--- src/rtl/goertzel_mag_detect_pkg.sv ---
// Shared constants and state encoding for the Goertzel bin-power stage.
// D_W        : width of T1, T2 and coeff (coeff is signed fix 2.14)
// P_W        : width of power and threshold (unsigned)
// ACC_W      : signed accumulator width, wide enough that T1^2+T2^2-coeff*T1*T2
//              never wraps
// CT_W       : width of the rescaled coeff*T1 term and of the multiplier A port
// COEFF_FRAC : fractional bits of coeff
// PROD_W     : multiplier product width (CT_W x D_W)
package goertzel_mag_detect_pkg;

  localparam int D_W        = 16;
  localparam int P_W        = 33;
  localparam int ACC_W      = 35;
  localparam int CT_W       = 18;
  localparam int COEFF_FRAC = 14;
  localparam int PROD_W     = CT_W + D_W;

  typedef enum logic [2:0] {
    ST_IDLE = 3'd0,
    ST_SQ1  = 3'd1,
    ST_SQ2  = 3'd2,
    ST_CT1  = 3'd3,
    ST_HOLD = 3'd4,
    ST_XT2  = 3'd5,
    ST_SUB  = 3'd6
  } state_t;

endpackage

--- src/rtl/goertzel_mag_mul.sv ---
// Registered signed multiplier, CT_W x D_W -> PROD_W. Kept in its own module
// so it can be mapped onto a DSP tile. The product appears the cycle after the
// operands are presented with ce high, and holds while ce is low.
//   clk   : clock
//   rst_n : asynchronous active-low clear of the product register
//   ce    : clock enable
//   a     : signed CT_W-bit operand
//   b     : signed D_W-bit operand
//   p     : signed PROD_W-bit registered product
module goertzel_mag_mul
  import goertzel_mag_detect_pkg::*;
(
  input  logic                     clk,
  input  logic                     rst_n,
  input  logic                     ce,
  input  logic signed [CT_W-1:0]   a,
  input  logic signed [D_W-1:0]    b,
  output logic signed [PROD_W-1:0] p
);

  // NOTE: sequential state is assigned with <= so every register samples the
  // pre-edge values of its sources; blocking = here would create ordering races.
  always_ff @(posedge clk or negedge rst_n) begin
    if (!rst_n) begin
      p <= '0;
    end else if (ce) begin
      p <= PROD_W'(a) * PROD_W'(b);
    end
  end

endmodule

--- src/rtl/goertzel_mag_detect.sv ---
// Post-processing stage after the Goertzel loop core. A rising edge on
// core_done captures T1/T2/coeff/threshold, then the bin power
//   P = T1^2 + T2^2 - coeff*T1*T2
// is built over six cycles through one shared registered multiplier. The
// result is clamped at zero, compared with the threshold and posted with a
// one-cycle valid pulse.
//   sys_clk   : clock, rising edge
//   rst_n     : asynchronous active-low reset
//   core_done : level done from the loop core; a 0->1 edge starts a computation
//   T1, T2    : signed final states s[N-1], s[N-2]
//   coeff     : signed fix 2.14 coefficient 2cos(w)
//   threshold : unsigned detection threshold
//   power     : unsigned bin power of the last computation
//   detect    : power >= threshold for the last computation
//   valid     : one-cycle pulse when power/detect update
//   busy      : high while a computation is in flight
module goertzel_mag_detect
  import goertzel_mag_detect_pkg::*;
(
  input  logic           sys_clk,
  input  logic           rst_n,
  input  logic           core_done,
  input  logic [D_W-1:0] T1,
  input  logic [D_W-1:0] T2,
  input  logic [D_W-1:0] coeff,
  input  logic [P_W-1:0] threshold,
  output logic [P_W-1:0] power,
  output logic           detect,
  output logic           valid,
  output logic           busy
);

  state_t                     state;
  logic                       done_q;
  logic signed [D_W-1:0]      t1_r;
  logic signed [D_W-1:0]      t2_r;
  logic signed [D_W-1:0]      coeff_r;
  logic        [P_W-1:0]      thr_r;
  logic signed [ACC_W-1:0]    acc;
  logic signed [CT_W-1:0]     ct1;

  logic                       trigger;
  logic                       mul_ce;
  logic signed [CT_W-1:0]     mul_a;
  logic signed [D_W-1:0]      mul_b;
  logic signed [PROD_W-1:0]   mul_p;
  logic signed [ACC_W-1:0]    prod_ext;
  logic signed [ACC_W-1:0]    acc_diff;
  logic        [P_W-1:0]      pow_next;

  assign trigger  = core_done & ~done_q;
  assign prod_ext = {{(ACC_W-PROD_W){mul_p[PROD_W-1]}}, mul_p};
  assign acc_diff = acc - prod_ext;
  // A negative result can only come from rounding in ct1; report it as zero.
  assign pow_next = acc_diff[ACC_W-1] ? '0 : acc_diff[P_W-1:0];

  // Operand select for the shared multiplier; the product is consumed one
  // state later.
  // NOTE: every output of this block gets a default first, so no path through
  // the case can leave a value unassigned and infer a latch.
  always_comb begin
    mul_ce = 1'b0;
    mul_a  = '0;
    mul_b  = '0;
    unique case (state)
      ST_SQ1: begin
        mul_ce = 1'b1;
        mul_a  = {{(CT_W-D_W){t1_r[D_W-1]}}, t1_r};
        mul_b  = t1_r;
      end
      ST_SQ2: begin
        mul_ce = 1'b1;
        mul_a  = {{(CT_W-D_W){t2_r[D_W-1]}}, t2_r};
        mul_b  = t2_r;
      end
      ST_CT1: begin
        mul_ce = 1'b1;
        mul_a  = {{(CT_W-D_W){coeff_r[D_W-1]}}, coeff_r};
        mul_b  = t1_r;
      end
      ST_XT2: begin
        mul_ce = 1'b1;
        mul_a  = ct1;
        mul_b  = t2_r;
      end
      default: ;
    endcase
  end

  goertzel_mag_mul u_mul (
    .clk   (sys_clk),
    .rst_n (rst_n),
    .ce    (mul_ce),
    .a     (mul_a),
    .b     (mul_b),
    .p     (mul_p)
  );

  // NOTE: the datapath registers are reset along with the control state, so a
  // reset mid-computation leaves no stale operands behind and every register
  // starts from a known zero.
  always_ff @(posedge sys_clk or negedge rst_n) begin
    if (!rst_n) begin
      state   <= ST_IDLE;
      done_q  <= 1'b0;
      t1_r    <= '0;
      t2_r    <= '0;
      coeff_r <= '0;
      thr_r   <= '0;
      acc     <= '0;
      ct1     <= '0;
      power   <= '0;
      detect  <= 1'b0;
      valid   <= 1'b0;
      busy    <= 1'b0;
    end else begin
      done_q <= core_done;
      valid  <= 1'b0;
      unique case (state)
        ST_IDLE: begin
          if (trigger) begin
            t1_r    <= T1;
            t2_r    <= T2;
            coeff_r <= coeff;
            thr_r   <= threshold;
            busy    <= 1'b1;
            state   <= ST_SQ1;
          end
        end
        ST_SQ1: state <= ST_SQ2;
        ST_SQ2: begin
          acc   <= prod_ext;
          state <= ST_CT1;
        end
        ST_CT1: begin
          acc   <= acc + prod_ext;
          state <= ST_HOLD;
        end
        ST_HOLD: begin
          // Bit slice of the product is an arithmetic (floor) shift by
          // COEFF_FRAC; |coeff*T1| >> 14 never exceeds 65536, so CT_W bits hold it.
          ct1   <= mul_p[CT_W+COEFF_FRAC-1:COEFF_FRAC];
          state <= ST_XT2;
        end
        ST_XT2: state <= ST_SUB;
        ST_SUB: begin
          acc    <= acc_diff;
          power  <= pow_next;
          detect <= (pow_next >= thr_r);
          valid  <= 1'b1;
          busy   <= 1'b0;
          state  <= ST_IDLE;
        end
        default: state <= ST_IDLE;
      endcase
    end
  end

endmodule

--- config.mk ---
export PLATFORM = sky130hd
export DESIGN_NAME = goertzel_mag_detect
export DESIGN_NICKNAME = d
export VERILOG_FILES = /design/src/rtl/goertzel_mag_detect_pkg.sv /design/src/rtl/goertzel_mag_mul.sv /design/src/rtl/goertzel_mag_detect.sv
export SDC_FILE = /design/constraint.sdc
export NUM_CORES = 1
export LEC_CHECK = 0
export BUFFER_PORTS_ARGS = -buffer_cell sky130_fd_sc_hd__buf_2
export CAP_MARGIN = 20
export CORE_MARGIN = 3
export CORE_UTILIZATION = 55
export DETAILED_ROUTE_END_ITERATION = 8
export PLACE_DENSITY = 0.76
export SYNTH_ARGS = -nofsm -noshare
export SYNTH_HDL_FRONTEND = slang
export SYNTH_HIERARCHICAL = 1
export SYNTH_SLANG_ARGS = --single-unit
--- constraint.sdc ---
create_clock -name sys_clk -period 7.7 [get_ports sys_clk]
set_input_delay 0.385 -clock sys_clk [delete_from_list [all_inputs] [get_ports sys_clk]]
set_output_delay 0.385 -clock sys_clk [all_outputs]
set_load 0.1 [all_outputs]
==> impl_results.md <==
- Yosys synthesis warning count: 6
- Final hold violations: 0
- Unrepaired setup endpoints after global routing: false
- Syn_area_per_cell: 8.915 µm²
- Initial antenna violation count: 0
- Starting density of the core: approximately 56%
- Clk sinks: between 200 and 250
- Crit path max-delay cell type: a2111oi_4
- Max Cap Violations: 0
- Drt drc: 0
- R2r endpoint: u_mul/p[22]$_DFFE_PN0P_
- R2R depth: 23
- Final min period: approximately 7500 ps
- Number of synthesized register bits: between 200 and 250
- Critical Path Max Stage Delay: 660 ps
- Setup TNS: 0 ps
- Max transition margin: between 30% and 40%
- Die X: 218.2 µm
- Asr flop ratio synth: 100.0%
- Worst path depth: 23
- IO buf count: about 120
- Detail Placement HPWL: between 50000 and 60000 µm
- EDFF count, synth: 0
- Largest net degree at the start of global routing: about 110
- Crit. End Element: flop
- Sequential area share after synthesis: 21.02%
- Critical Path RT: roughly 8000 ps
- Hold path depth: 3
- Number of buffers created by CTS: 27
- Row count: slightly below 80
- Worst EP arrival: 7930 ps
- Via count: around 21000
- Clock skew: between 15 and 20 ps
- Antenna fix cells: 0
- Critical path launch point type: flop
- WL final: just over 70000 µm
- Routed Antenna Nets: 0
- Synth top area share: a little under a quarter
- Most common cell on crit path: fa_1
- Worst r2r src: state[1]$_DFFE_PN0P_
- Cells after Synth: 2777
- Clock transition at the registers of the reported paths: ~60 ps
- Mapped Area: 24760 µm²
- Top FF cell, synth: dfrtp_1
- Max Root-Sink Buffers: 3
- GRT Util Overall: 30.72%
- Nets@finish: 3426
- CTS tree: done
- Die area: approximately 48000 µm²
- CP Buf/Inv Count: 5
- H-Tree Depth: 1
- Status: completed
- Crit-path cells: nor2b_2, nand2_1, o21ai_2, a22o_1, buf_4, and2_1, fa_1, inv_1, fa_1, fa_1, inv_1, fa_1, fa_1, inv_1, fa_1, inv_1, ha_1, and4_1, and2_1, a2111oi_4, o21ai_2, a2111o_1, o311ai_1
- Fmax: around 130 MHz
- # fillers: 3831
- Post-route clock period utilization: a little over nine tenths
- Worst-path fanout max: 10
- Synth area leader: fa_1
- Vias per inst: 5.914
- Crit path launch: state[1]$_DFFE_PN0P_
- Kind of critical path: reg -> reg
- GP Congestion: 0.9495
- Synth area leaders: fa_1 (24%), dfrtp_1 (21%), ha_1 (9.5%), inv_1 (6.7%), nand2_1 (4.6%)
- Worst slew pin tran: between 1000 and 1500 ps
- Vias in the first global route: 21320
- CTS root buffer: clkbuf_16
- First-pass GRT wire length: about 120000 µm
- FF-to-FF setup slack: roughly 230 ps
- Syn_nets: ~3300
- Critical Path End: u_mul/p[22]$_DFFE_PN0P_
- Core box area: roughly 44000 µm²
- Skew-Pair Late Insertion Delay: approximately 570 ps
- Distinct cells, synth: 80
- Area Growth Syn to Fin: 9.511%
- DR pass1 iterations: 6
- Ratio of cells with drive above 1 in the final layout: between 10% and 20%
- I/O pin count: 120
- GR Overflow Total: 0
- Cell family with most CP delay: adder cells
- Hold WC Path Type: in -> reg
- Final setup fails: 0
- Die Height: 218.2 µm
- WL/cell: 20.76 µm
- Iteration-0 DRC count of the detailed router: between 1500 and 2000
- Slew Limit Fails: 0
routing by layer:
| metal | routed length, µm | vias up | track usage (%) | share of wire (%) |
|---|---|---|---|---|
| met2 | 34270 | 775 | 50.62 | 48 |
| met1 | 30130 | 10380 | 42.21 | 42 |
| li1 | - | 9231 | - | - |
| met5 | 0 | - | 0 | 0 |
| met4 | 2704 | 0 | 10.96 | 3.7 |
| met3 | 5004 | 152 | 3.615 | 6.9 |
synth_stat cells (all sizes together), types with 38 or more instances:
master / n
ha: 187
fa: 292
inv: 444
o21ai: 147
a21o: 38
mux2: 97
nor2: 161
o31ai: 39
nand2: 304
a21oi: 166
xnor2: 69
clkbuf: 113
dfrtp: 208
and2: 136
state kept, by name, summed over array words and instances (netlist names):
signal / flops
acc: 35
u_mul/p: 34
power: 33
thr_r: 33
ct1: 18
coeff_r: 16
t1_r: 16
t2_r: 16
state: 3
busy: 1
detect: 1
done_q: 1
valid: 1
cell usage in the layout (no fill, tap or decap), types with 15 or more instances in the layout:
cell type and instances:
a21oi_1 162, buf_2 119, nand4_1 16, dfrtp_1 207, and2_1 136, ha_1 187, fa_1 291, nor2_1 159
a211oi_1 15, xnor2_1 68, o21bai_1 18, o22ai_1 27, nand2_1 303, a21o_1 37, inv_1 441, clkbuf_16 27
o21ai_0 131, nor3_1 21, mux2_2 97, buf_4 67, nand2b_1 23, o31ai_1 31, nand3_1 27, mux2i_1 18
worst min-delay path by stage:
stage	from	end	slack (ps)
after CTS	threshold[6]	thr_r[6]$_DFFE_PN0P_	6
after floorplan	rst_n	acc[0]$_DFFE_PN0P_	90
after global placement	busy$_DFFE_PN0P_	busy$_DFFE_PN0P_	450
after detailed placement	power[4]$_DFFE_PN0P_	power[4]$_DFFE_PN0P_	470
after global routing	threshold[6]	thr_r[6]$_DFFE_PN0P_	20
final	threshold[29]	thr_r[29]$_DFFE_PN0P_	30
what timing repair did:
item	4_1_cts	5_1_grt
resized for setup	0	16
setup endpoints to repair	0	12
hold buffers	2	0
hold endpoints to repair	106	0
buffers inserted	0	3
worst min-delay path, delay by kind of cell:
kind                   cells  cell delay [ps]
AOI/OAI and AO/OA          1               60
and+or+nand+nor            1               30
buffers and inverters      1               80
area by class of cell:
class                   count  area [µm²]  area share [%]
clock buffers              34       742.0           2.737
well taps                 592       740.7           2.732
inverters                 449        1689           6.230
multi-input cells        1988       17410           64.20
flip-flops and latches    208        5206           19.20
repair buffers            189        1134           4.181
clock inverters            13       193.9          0.7153
kinds of logic after synthesis:
group / Yosys count / synth area share [%]
AND/OR/NAND/NOR: 741 / 13.91
multiplexers: 115 / 5.140
adder cells (fa/ha/maj): 479 / 33.06
AO/OA/AOI/OAI: 573 / 15.07
buffers and inverters: 581 / 8.930
XOR/XNOR: 80 / 2.860
flip-flops: 208 / 21.02
metrics by stage:
step | hold WS, ps | instance area, µm² | worst slack [ps] | util (%) | cells
detailed placement | 465.9 | 26100 | 105.5 | 58.89 | 3421
floorplan | 89.41 | 24760 | 365.3 | - | 2777
CTS | 5.922 | 27050 | 46.84 | 61.04 | 3470
finish | 26.37 | 27110 | 227.4 | 61.18 | 3473
global placement | 452.5 | 26090 | 271.2 | 58.88 | 3420
global route | 15.98 | 27110 | 3.515 | 61.18 | 3473
Power is left out: the tool's default activity adds up to more than one toggle a clock period on the data nets, which glitch-free logic cannot reach.
